File: config.mk
export PLATFORM = sky130hd
export DESIGN_NAME = argmax_layer
export DESIGN_NICKNAME = d
export VERILOG_FILES = /design/src/rtl/argmax_layer.sv
export SDC_FILE = /design/constraint.sdc
export NUM_CORES = 1
export LEC_CHECK = 0
export ABC_AREA = 1
export BUFFER_PORTS_ARGS = -buffer_cell sky130_fd_sc_hd__buf_2
export CAP_MARGIN = 20
export CELL_PAD_IN_SITES_DETAIL_PLACEMENT = 0
export CELL_PAD_IN_SITES_GLOBAL_PLACEMENT = 2
export CORE_MARGIN = 1.5
export CORE_UTILIZATION = 34
export DETAILED_ROUTE_END_ITERATION = 10
export PLACE_DENSITY = 0.88
export SYNTH_ARGS = -nofsm -noshare
export SYNTH_HDL_FRONTEND = slang
export SYNTH_SLANG_ARGS = --single-unit
File: constraint.sdc
create_clock -name clk -period 7.63 [get_ports clk]
set_input_delay 0.763 -clock clk [delete_from_list [all_inputs] [get_ports clk]]
set_output_delay 0.763 -clock clk [all_outputs]
set_load 0.02 [all_outputs]
File: src/rtl/argmax_layer.sv
`default_nettype none
// ============================================================================
// Module      : argmax_layer
// Description : Sequential arg-max over NUM_CLASSES signed scores, one class per
//               cycle, reporting winner, its score, a saturated margin over the
//               runner-up and a low-confidence flag.
// Revision    : 1.0 - initial release
// ============================================================================
module argmax_layer #(
  parameter int                            DATA_WIDTH       = 32,
  parameter int                            FRACTION         = 24,
  parameter int                            NUM_CLASSES      = 2,
  parameter logic signed [DATA_WIDTH-1:0]  MARGIN_THRESHOLD = '0,
  localparam int                           CLASS_W          = (NUM_CLASSES > 1) ? $clog2(NUM_CLASSES) : 1
) (
  input  logic                   clk,
  input  logic                   rst,
  output logic                   argmax_layer_ready_in,
  input  logic [NUM_CLASSES-1:0] argmax_layer_valid_in,
  input  logic [DATA_WIDTH-1:0]  argmax_layer_data_in [0:NUM_CLASSES-1],
  input  logic                   argmax_layer_ready_out,
  output logic                   argmax_layer_valid_out,
  output logic [CLASS_W-1:0]     argmax_layer_class,
  output logic [DATA_WIDTH-1:0]  argmax_layer_max,
  output logic [DATA_WIDTH-1:0]  argmax_layer_margin,
  output logic                   argmax_layer_low_conf
);

  localparam logic [DATA_WIDTH-1:0] MOST_NEG = {1'b1, {(DATA_WIDTH-1){1'b0}}};
  localparam logic [DATA_WIDTH-1:0] MAX_POS  = {1'b0, {(DATA_WIDTH-1){1'b1}}};
  localparam logic [CLASS_W-1:0]    LAST_IDX = CLASS_W'(NUM_CLASSES - 1);

  // FRACTION only documents the fixed-point format; reject nonsensical values.
  generate
    if (NUM_CLASSES < 1 || FRACTION < 0 || FRACTION >= DATA_WIDTH) begin : g_param_check
      $error("argmax_layer: invalid NUM_CLASSES/FRACTION parameters");
    end
  endgenerate

  typedef enum logic [1:0] {
    IDLE = 2'd0,
    SCAN = 2'd1,
    OUT  = 2'd2
  } state_t;

  state_t                  state_q, state_d;
  logic [DATA_WIDTH-1:0]   scores_q [0:NUM_CLASSES-1];
  logic [DATA_WIDTH-1:0]   scores_d [0:NUM_CLASSES-1];
  logic [DATA_WIDTH-1:0]   best_val_q, best_val_d;
  logic [CLASS_W-1:0]      best_idx_q, best_idx_d;
  logic [DATA_WIDTH-1:0]   runner_q, runner_d;
  logic [CLASS_W-1:0]      idx_q, idx_d;
  logic                    valid_out_q, valid_out_d;
  logic [CLASS_W-1:0]      class_q, class_d;
  logic [DATA_WIDTH-1:0]   max_q, max_d;
  logic [DATA_WIDTH-1:0]   margin_q, margin_d;
  logic                    low_conf_q, low_conf_d;

  logic [DATA_WIDTH-1:0]   score;
  logic signed [DATA_WIDTH:0] diff;
  logic [DATA_WIDTH-1:0]   margin_fin;

  always_comb begin
    state_d     = state_q;
    scores_d    = scores_q;
    best_val_d  = best_val_q;
    best_idx_d  = best_idx_q;
    runner_d    = runner_q;
    idx_d       = idx_q;
    valid_out_d = valid_out_q;
    class_d     = class_q;
    max_d       = max_q;
    margin_d    = margin_q;
    low_conf_d  = low_conf_q;
    score       = scores_q[idx_q];
    diff        = '0;
    margin_fin  = '0;

    case (state_q)
      IDLE: begin
        if (&argmax_layer_valid_in) begin
          scores_d   = argmax_layer_data_in;
          best_val_d = argmax_layer_data_in[0];
          best_idx_d = '0;
          runner_d   = MOST_NEG;
          idx_d      = CLASS_W'(1);
          if (NUM_CLASSES == 1) begin
            // No runner-up exists, so the margin is pinned at full scale.
            class_d     = '0;
            max_d       = argmax_layer_data_in[0];
            margin_d    = MAX_POS;
            low_conf_d  = $signed(MAX_POS) < $signed(MARGIN_THRESHOLD);
            valid_out_d = 1'b1;
            state_d     = OUT;
          end else begin
            state_d = SCAN;
          end
        end
      end

      SCAN: begin
        // Strictly-greater keeps the lowest index on ties.
        if ($signed(score) > $signed(best_val_q)) begin
          runner_d   = best_val_q;
          best_val_d = score;
          best_idx_d = idx_q;
        end else if ($signed(score) > $signed(runner_q)) begin
          runner_d = score;
        end

        if (idx_q == LAST_IDX) begin
          diff       = $signed({best_val_d[DATA_WIDTH-1], best_val_d})
                     - $signed({runner_d[DATA_WIDTH-1], runner_d});
          margin_fin = (diff > $signed({1'b0, MAX_POS})) ? MAX_POS : diff[DATA_WIDTH-1:0];
          class_d     = best_idx_d;
          max_d       = best_val_d;
          margin_d    = margin_fin;
          low_conf_d  = $signed(margin_fin) < $signed(MARGIN_THRESHOLD);
          valid_out_d = 1'b1;
          state_d     = OUT;
        end else begin
          idx_d = idx_q + CLASS_W'(1);
        end
      end

      OUT: begin
        if (argmax_layer_ready_out) begin
          valid_out_d = 1'b0;
          state_d     = IDLE;
        end
      end

      default: begin
        state_d     = IDLE;
        valid_out_d = 1'b0;
      end
    endcase
  end

  always_ff @(posedge clk or posedge rst) begin
    if (rst) begin
      state_q     <= IDLE;
      scores_q    <= '{default: '0};
      best_val_q  <= '0;
      best_idx_q  <= '0;
      runner_q    <= '0;
      idx_q       <= '0;
      valid_out_q <= 1'b0;
      class_q     <= '0;
      max_q       <= '0;
      margin_q    <= '0;
      low_conf_q  <= 1'b0;
    end else begin
      state_q     <= state_d;
      scores_q    <= scores_d;
      best_val_q  <= best_val_d;
      best_idx_q  <= best_idx_d;
      runner_q    <= runner_d;
      idx_q       <= idx_d;
      valid_out_q <= valid_out_d;
      class_q     <= class_d;
      max_q       <= max_d;
      margin_q    <= margin_d;
      low_conf_q  <= low_conf_d;
    end
  end

  assign argmax_layer_ready_in  = (state_q == IDLE) && !rst;
  assign argmax_layer_valid_out = valid_out_q;
  assign argmax_layer_class     = class_q;
  assign argmax_layer_max       = max_q;
  assign argmax_layer_margin    = margin_q;
  assign argmax_layer_low_conf  = low_conf_q;

endmodule
`default_nettype wire

* Word level (Yosys, flattened, before mapping)
Index checks and enable logic that the tools add are counted.
** Word-level totals
- Register bits :: 199
- Input port bits :: 69
- Logic and storage cells :: 62
** Cells by class
- Add/sub/neg operators :: 2
- Magnitude comparators :: 5
- Equality and inequality tests :: 5
- Mux-type cells :: 26
- Bitwise logic cells :: 2
- Reductions and logical operators :: 10
** Operator list (count)
- 2-to-1 mux 32 bit :: 11
- case mux 32 bit (2 select lines) :: 2
- greater-than comparator 32 bit :: 2
- greater-than comparator 33 x 32 -> 1 bit (second input constant) :: 1
- subtractor 32 x 32 -> 33 bit :: 1
- < comparator 32 x 1 -> 1 bit (second input constant) :: 1
- AND reduction 3 bit :: 3
- 2-to-1 mux 1 bit :: 6
- 2-to-1 mux 2 bit :: 3
- != test 2 bit (second input constant) :: 3
- case mux 2 bit (3 select lines) :: 1
- AND reduction 2 bit :: 3
- case mux 1 bit (2 select lines) :: 2
- case mux 1 bit (3 select lines) :: 1
- == test 2 x 1 -> 1 bit (second input constant) :: 1
- == test 2 bit (second input constant) :: 1
- greater-or-equal comparator 2 bit (second input constant) :: 1
- zero test 2 bit :: 1
- NOT 1 -> 2 bit :: 1
- nonzero test 2 bit :: 1
- adder 1 bit (second input constant) :: 1
- logical AND 1 bit :: 1
- zero test 1 bit :: 1
- NOT 1 bit :: 1

* Logic depth before layout (Yosys ltp)
Gate-level depths: netlist of the first run.
- Word-level depth :: 12
- Depth in mapped cells :: 42
- Mapped depth without buffers :: 39

* Worst setup path after synthesis of the first run
OpenSTA, ideal clock, no wires.
- Path kind :: reg2reg
- Start point :: reg idx_q
- End point :: reg margin_q[22] (netlist: argmax_layer_margin[22])
- Library setup time :: 126 ps
- Arrival time :: 4985 ps
- Required time :: 7504 ps
- Slack :: 2519 ps
- Cell stages (with the launch flop) :: 42
- Period minus slack after synthesis :: 5111 ps
- Cells stage by stage :: dfrtp_1 clkbuf_1 inv_1 clkbuf_1 or2_2 o21ai_0 inv_1 ha_1 a21oi_1 nor2_1 a211oi_1 o21ai_0 a21oi_1 nand2_1 nand2_1 nand2_1 nand2_1 buf_4 (+6 left out) fa_1 nand2_2 nand2_2 nand3_1 nand2_2 nand2_2 nand3_1 nand2_1 nand2_1 nor2_1 nand3_1 nor2_1 nand3_1 nand2_1 inv_2 nand2_4 buf_12 a21oi_4
** On the way
- Cells in the longest elaborated chain, start to end :: 11
- Elaborated cells on any way between the ends :: 15
** Ends and longest elaborated chain
- start, declared :: RTL line 52 : logic [CLASS_W-1:0] idx_q, idx_d;
- start signal, assigned :: RTL line 159 : idx_q <= idx_d;
- NOT 1 -> 2 bit (not written as such) :: RTL line 75 : score = scores_q[idx_q];
- 2-to-1 mux 32 bit (not written as such) (3 in a row) :: RTL line 75
- greater-than comparator 32 bit :: RTL line 107 : end else if ($signed(score) > $signed(runner_q)) begin
- 2-to-1 mux 32 bit :: RTL line 107
- 2-to-1 mux 32 bit :: RTL line 103 : if ($signed(score) > $signed(best_val_q)) begin
- 2-to-1 mux 32 bit :: RTL line 79 : case (state_q)
- subtractor 32 x 32 -> 33 bit :: RTL line 113 : - $signed({runner_d[DATA_WIDTH-1], runner_d});
- greater-than comparator 33 x 32 -> 1 bit :: RTL line 114 : margin_fin = (diff > $signed({1'b0, MAX_POS})) ? MAX_POS : diff[DATA_WIDTH-1:0];
- 2-to-1 mux 32 bit :: RTL line 114
- end signal, assigned :: RTL line 163 : margin_q <= margin_d;
- end, declared :: RTL line 56 : logic [DATA_WIDTH-1:0] margin_q, margin_d;
Parallel ways exist; a longest one is shown, timed or not. The select of a mux whose other input is x is not followed.
A chain may end at the register's enable or synchronous reset.

* Worst setup path in the final report of the first run
- Start point :: reg idx_q
- End point :: reg margin_q[0] (netlist: argmax_layer_margin[0])
Same word-level chain as after synthesis.

==> results.cfg, run 1 <==
[hold_path]
hold_end = argmax_layer_max[3]$_DFFE_PP0P_
holdCritPathClass = flip-flop to flip-flop
min_path_cells = 2
hold_path.startpoint = argmax_layer_max[3]$_DFFE_PP0P_

[clock_tree]
cts.sinks = 198
htreeDepth = 4
cts_resized = 0
clk_latency_ns = 0.48
post_cts.repair.setup_buffers = 0
holdBufCountCts = 0
cts_max_path_buffers = 2
cts_tree = built
cts-root-buf = clkbuf_16
cts_buffers = 17
path_clk_slew_ns = 0.08

[detailed_routing]
wl_per_cell_um = 16.3
drt-vias-per-instance = 4.89
drt_iter0_markers = 993
ant_nets = 0
drcViolationCount = 0
wirelength_mm = 42.8
vias = 12900
dr.pass1.iters = 7

[synth]
syn_inst = 1995
synth_ff_type = dfrtp_1
yosysSeqAreaShare = 0.356
synth-seq-cells = 198
ys_types = 40
synthArstFlopShare = 1.00
synth-warning-count = 0
syn_area_um2 = 13900
synth-edff-count = 0
synth_area_per_cell_um2 = 6.98
syn-num-nets = 2161

[sta]
finalMaxSlewViolations = 0
tns_ns = 0
hold_viol_final = 0
slew_headroom = 0.350
period_needed_ns = 6.79
fmax_ghz = 0.147
skew_ns = 0.0214
layout_setup_ws_ns = 0.845
tightest_slew_ns = 0.965
rsz0062_at_grt = false
setup_violations = 0
finalCritPeriodShare = 0.889

[final_layout]
multi_input_area_um2 = 7600
drive_gt1_frac = 0.144
fill_cells = 4315
design_area_um2 = 15700
syn2layout_area_growth_pct = 13.1
num_antenna_cells = 0
seq_area_um2 = 4950
nets = 2259

[critical_path]
critical_path_class = flip-flop to flip-flop
crit_buf_inv = 7
timing.rr.start = idx_q$_DFFE_PP0P_
slowest_stage = o21ai_0
critPathCaptureType = flip-flop
arrival_ns = 7.12
path_max_fanout = 58
cp_common_cell = nand2_1
setup.worst_path.start_class = flip-flop
worst_path_dominant_cell_family = simple AND/OR/NAND/NOR gates
crit-reg2reg-capture = argmax_layer_margin[0]$_DFFE_PP0P_
reg2reg_depth = 33
crit_required_ns = 7.96
cpPeakStageDelay_ns = 0.71
r2r_setup_slack_ns = 0.84

[global_route]
grt_pass1_wl_mm = 68.9
antenna_found_initial = 0
track_usage = 0.212
overflow = 0
grt_pass1_vias = 12500
grt_max_degree = 128

[floorplanning]
num_rows = 73
die-height_um = 205
fp.dieArea_um2 = 42200
ios = 137
core_um2 = 40100
die_x_um = 205
initial_core_util = 0.347

[place]
placed_cell_area_um2 = 15100
gp_congestion = 0.861
post-place-ws_ns = 0.763
dpl.hpwl_mm = 31.9
io_buffer_count = 136

[flow_run]
drv_cap = 0

[outcome]
status = finished clean
-- worst reg2reg max path, delay by kind of cell, from the launching register on --
family,cells,cell delay [ns]
AO/OA/AOI/OAI,4,1.68
buffers and inverters,7,1.26
AND/OR/NAND/NOR,20,2.52
adder cells (fa/ha/maj),2,0.78
flip-flops,1,0.38
-- area by class of cell --
cell class	count	area share
Clock buffer	21	0.0292
Inverter	278	0.0667
Sequential cell	198	0.315
Tap cell	525	0.0417
Multi-Input combinational cell	1437	0.483
Clock inverter	11	0.0100
Timing Repair Buffer	161	0.0551
-- logic make-up (layout without fill, tap and decap cells) --
| kind of cell | count (synthesis) | after routing | share of synthesized area |
|---|---|---|---|
| buf+inv | 360 | 471 | 0.102 |
| simple gates | 1041 | 1041 | 0.316 |
| flops | 198 | 198 | 0.356 |
| xor+xnor | 3 | 3 | 0.00189 |
| compound gates | 296 | 296 | 0.137 |
| fa+ha+maj | 97 | 97 | 0.0877 |
-- metal layers --
layer,vias to the layer above,share of wire,global-route usage
met5,-,0,0
met4,0,0.012,0.0532
met3,27,0.046,0.0317
met2,298,0.44,0.323
met1,5985,0.51,0.312
li1,6560,-,-
-- layout by cell type, fill, tap and decap left out, types with 3 or more instances in the layout --
| cell | netlist | final |
|---|---|---|
| nand2_1 | 707 | 706 |
| inv_1 | 273 | 271 |
| dfrtp_1 | 198 | 198 |
| buf_2 | 14 | 136 |
| o21ai_0 | 133 | 133 |
| nand3_1 | 103 | 102 |
| ha_1 | 96 | 96 |
| nor2_1 | 91 | 88 |
| a21oi_1 | 64 | 64 |
| or2_2 | 52 | 52 |
| nand4_1 | 47 | 47 |
| o211ai_1 | 34 | 34 |
| buf_4 | 2 | 25 |
| a21oi_4 | 20 | 20 |
| clkbuf_16 | 0 | 17 |
| a21o_1 | 12 | 12 |
| nand2_2 | 12 | 12 |
| nor3_1 | 10 | 10 |
| a21oi_2 | 10 | 10 |
| o22ai_1 | 10 | 10 |
| nand3b_1 | 7 | 7 |
| inv_2 | 4 | 5 |
| o21bai_1 | 5 | 5 |
| inv_6 | 0 | 5 |
| nor2_2 | 4 | 4 |
| a211oi_1 | 3 | 3 |
| nor2_4 | 0 | 3 |
| nand3_2 | 2 | 3 |
| xor2_1 | 3 | 3 |
| bufinv_16 | 0 | 3 |
-- synthesized netlist by cell type (all sizes together), types with 2 or more instances --
cell type | instances | area, um^2
a211oi | 3 | 22.5
a21o | 12 | 90.1
a21oi | 94 | 733
buf | 26 | 163
clkbuf | 56 | 210
dfrtp | 198 | 4950
ha | 96 | 1200
inv | 277 | 1040
nand2 | 720 | 2740
nand3 | 105 | 536
nand3b | 7 | 52.6
nand4 | 47 | 294
nor2 | 95 | 367
nor3 | 10 | 50.1
nor4 | 2 | 12.5
o211ai | 34 | 255
o21a | 2 | 15.0
o21ai | 135 | 676
o21bai | 5 | 37.5
o22ai | 10 | 62.6
or2 | 52 | 325
xor2 | 3 | 26.3
-- how the worst max path moves through the flow --
stage                                  from                                   to  cells past startpoint
after floorplan                         rst       argmax_layer_class$_DFFE_PP0P_                      1
final                     idx_q$_DFFE_PP0P_   argmax_layer_margin[0]$_DFFE_PP0P_                     33
after global placement    idx_q$_DFFE_PP0P_  argmax_layer_margin[30]$_DFFE_PP0P_                     31
after global routing      idx_q$_DFFE_PP0P_  argmax_layer_margin[30]$_DFFE_PP0P_                     32
after detailed placement  idx_q$_DFFE_PP0P_  argmax_layer_margin[30]$_DFFE_PP0P_                     33
after CTS                 idx_q$_DFFE_PP0P_  argmax_layer_margin[30]$_DFFE_PP0P_                     33
-- sequential cells by signal, indices dropped and copies added, names as in the netlist --
register,flops
scores_q,64
argmax_layer_margin,32
argmax_layer_max,32
best_val_q,32
runner_q,32
state_q,2
argmax_layer_class,1
argmax_layer_valid_out,1
best_idx_q,1
idx_q,1
-- metrics by stage --
stage               hold WS (ns)  cells   util
floorplan                  0.441   1995      -
global placement           0.457   2599  0.377
detailed placement         0.460   2599  0.377
CTS                        0.445   2631  0.393
global route               0.474   2631  0.393
finish                     0.474   2631  0.393
Power of run 1 is not shown: default switching activity piles up to over one toggle a cycle in this logic, so the estimate is an artifact.
==> inputs of run 2 (changes only) <==
- CORE_ASPECT_RATIO: unset -> 1.1
- RECOVER_POWER: unset -> 25
==> run 2 against run 1 <==
The flow now finishes with violations (capacitance limit, slew limit). Sequential cell count unchanged. Clock-buffer cell count down 3. Global-route usage down 0.30 points. Cell count down 0.30%. Sequential share of layout area about the same. Clock skew down 0.0088 ns. Fmax down 1.6%. Via count down 0.84%. Critical endpoint is now argmax_layer_margin[3]$_DFFE_PP0P_.
==> results.cfg, run 2 (synthesis gave the netlist of run 1 again) <==
[outcome]
status = complete, but fails checks
violations = capacitance limit, slew limit

[critical_path]
path_max_fanout = 71
cpPeakStageDelay_ns = 0.61
arrival_ns = 7.25
reg2reg_depth = 34
critical_path_class = flip-flop to flip-flop
cp_common_cell = nand2_1
slowest_stage = o21ai_0
timing.rr.start = idx_q$_DFFE_PP0P_
setup.worst_path.start_class = flip-flop
critPathCaptureType = flip-flop
r2r_setup_slack_ns = 0.74
crit-reg2reg-capture = argmax_layer_margin[3]$_DFFE_PP0P_
crit_required_ns = 7.98

[global_route]
overflow = 0
antenna_found_initial = 0
grt_pass1_wl_mm = 68.7
grt_pass1_vias = 12400
grt_max_degree = 132
track_usage = 0.209

[sta]
finalMaxSlewViolations = 132
tightest_slew_ns = 5.14
slew_headroom = -2.43
tns_ns = 0
skew_ns = 0.0125
hold_viol_final = 0
fmax_ghz = 0.145
whs_ns = 0.474
period_needed_ns = 6.89
rsz0062_at_grt = false
finalCritPeriodShare = 0.903
setup_violations = 0

[clock_tree]
cts_resized = 0
cts-root-buf = clkbuf_16
cts.sinks = 198
cts_max_path_buffers = 2
holdBufCountCts = 0
path_clk_slew_ns = 0.07
clk_latency_ns = 0.47
cts_tree = built
cts_buffers = 17
post_cts.repair.setup_buffers = 0
htreeDepth = 4

[detailed_routing]
ant_nets = 0
drt_iter0_markers = 791
dr.pass1.iters = 5
drt-vias-per-instance = 4.87
vias = 12800
wirelength_mm = 42.9
wl_per_cell_um = 16.4
drcViolationCount = 0

[hold_path]
min_path_cells = 2
holdCritPathClass = flip-flop to flip-flop
hold_end = argmax_layer_max[27]$_DFFE_PP0P_
hold_path.startpoint = argmax_layer_max[27]$_DFFE_PP0P_

[floorplanning]
ios = 137
num_rows = 77
core_um2 = 40300
initial_core_util = 0.346
die-height_um = 215
fp.dieArea_um2 = 42200
die_x_um = 196

[final_layout]
nets = 2263
drive_gt1_frac = 0.146
largest_register_ffs = 64
syn2layout_area_growth_pct = 13.1
fill_cells = 4313
top_register = scores_q
final_common_cell = nand2_1
num_antenna_cells = 0
layout_common_cells = nand2_1 (706), inv_1 (271), dfrtp_1 (197)

[place]
gp_congestion = 0.871
io_buffer_count = 136
dpl.hpwl_mm = 32.5

[flow_run]
drv_cap = 1
## run 2: how the worst max path moves through the flow
stage                            startpoint                                  end  cells after the start
after global placement    idx_q$_DFFE_PP0P_   argmax_layer_margin[5]$_DFFE_PP0P_                     35
after floorplan                         rst       argmax_layer_class$_DFFE_PP0P_                      1
after CTS                 idx_q$_DFFE_PP0P_   argmax_layer_margin[3]$_DFFE_PP0P_                     35
final                     idx_q$_DFFE_PP0P_   argmax_layer_margin[3]$_DFFE_PP0P_                     34
after global routing      idx_q$_DFFE_PP0P_  argmax_layer_margin[10]$_DFFE_PP0P_                     35
after detailed placement  idx_q$_DFFE_PP0P_   argmax_layer_margin[1]$_DFFE_PP0P_                     35
## run 2: through the flow
step / setup WS [ns] / cell area, um^2 / std cells / utilization
after floorplan: 1.47 / 13900 / 1995 / -
after global routing: 0.00783 / 15700 / 2623 / 0.391
after detailed placement: 0.220 / 15200 / 2590 / 0.377
final: 0.738 / 15700 / 2623 / 0.391
after CTS: 0.191 / 15700 / 2622 / 0.391
after global placement: 0.234 / 15200 / 2590 / 0.377
## run 2: area by class of cell
class / count / area, um^2 / share of cell area
clock buffer: 18 / 429 / 0.0273
multi-input combinational: 1437 / 7600 / 0.483
sequential: 198 / 4960 / 0.315
inverter: 278 / 1050 / 0.0665
tap: 513 / 642 / 0.0408
timing repair inverter: 1 / 7.51 / 0.000477
timing repair buffer: 164 / 927 / 0.0589
clock inverter: 14 / 138 / 0.00874
## run 2: metal layers
metal  routed length [um]  track usage  vias to the layer above
li1                     -            -                     6552
met1                21800        0.311                     5907
met2                18800        0.318                      272
met3                 1680       0.0253                       31
met4                  653       0.0554                        0
met5                    0            0                        -
## run 2: critical path: cells and delay by family, from the launching register on
family	cells	cell delay [ns]
simple gates	18	2.57
fa+ha+maj	2	0.69
compound gates	7	1.53
flops	1	0.58
buf+inv	7	1.33
Power of run 2 is left out for the same reason.
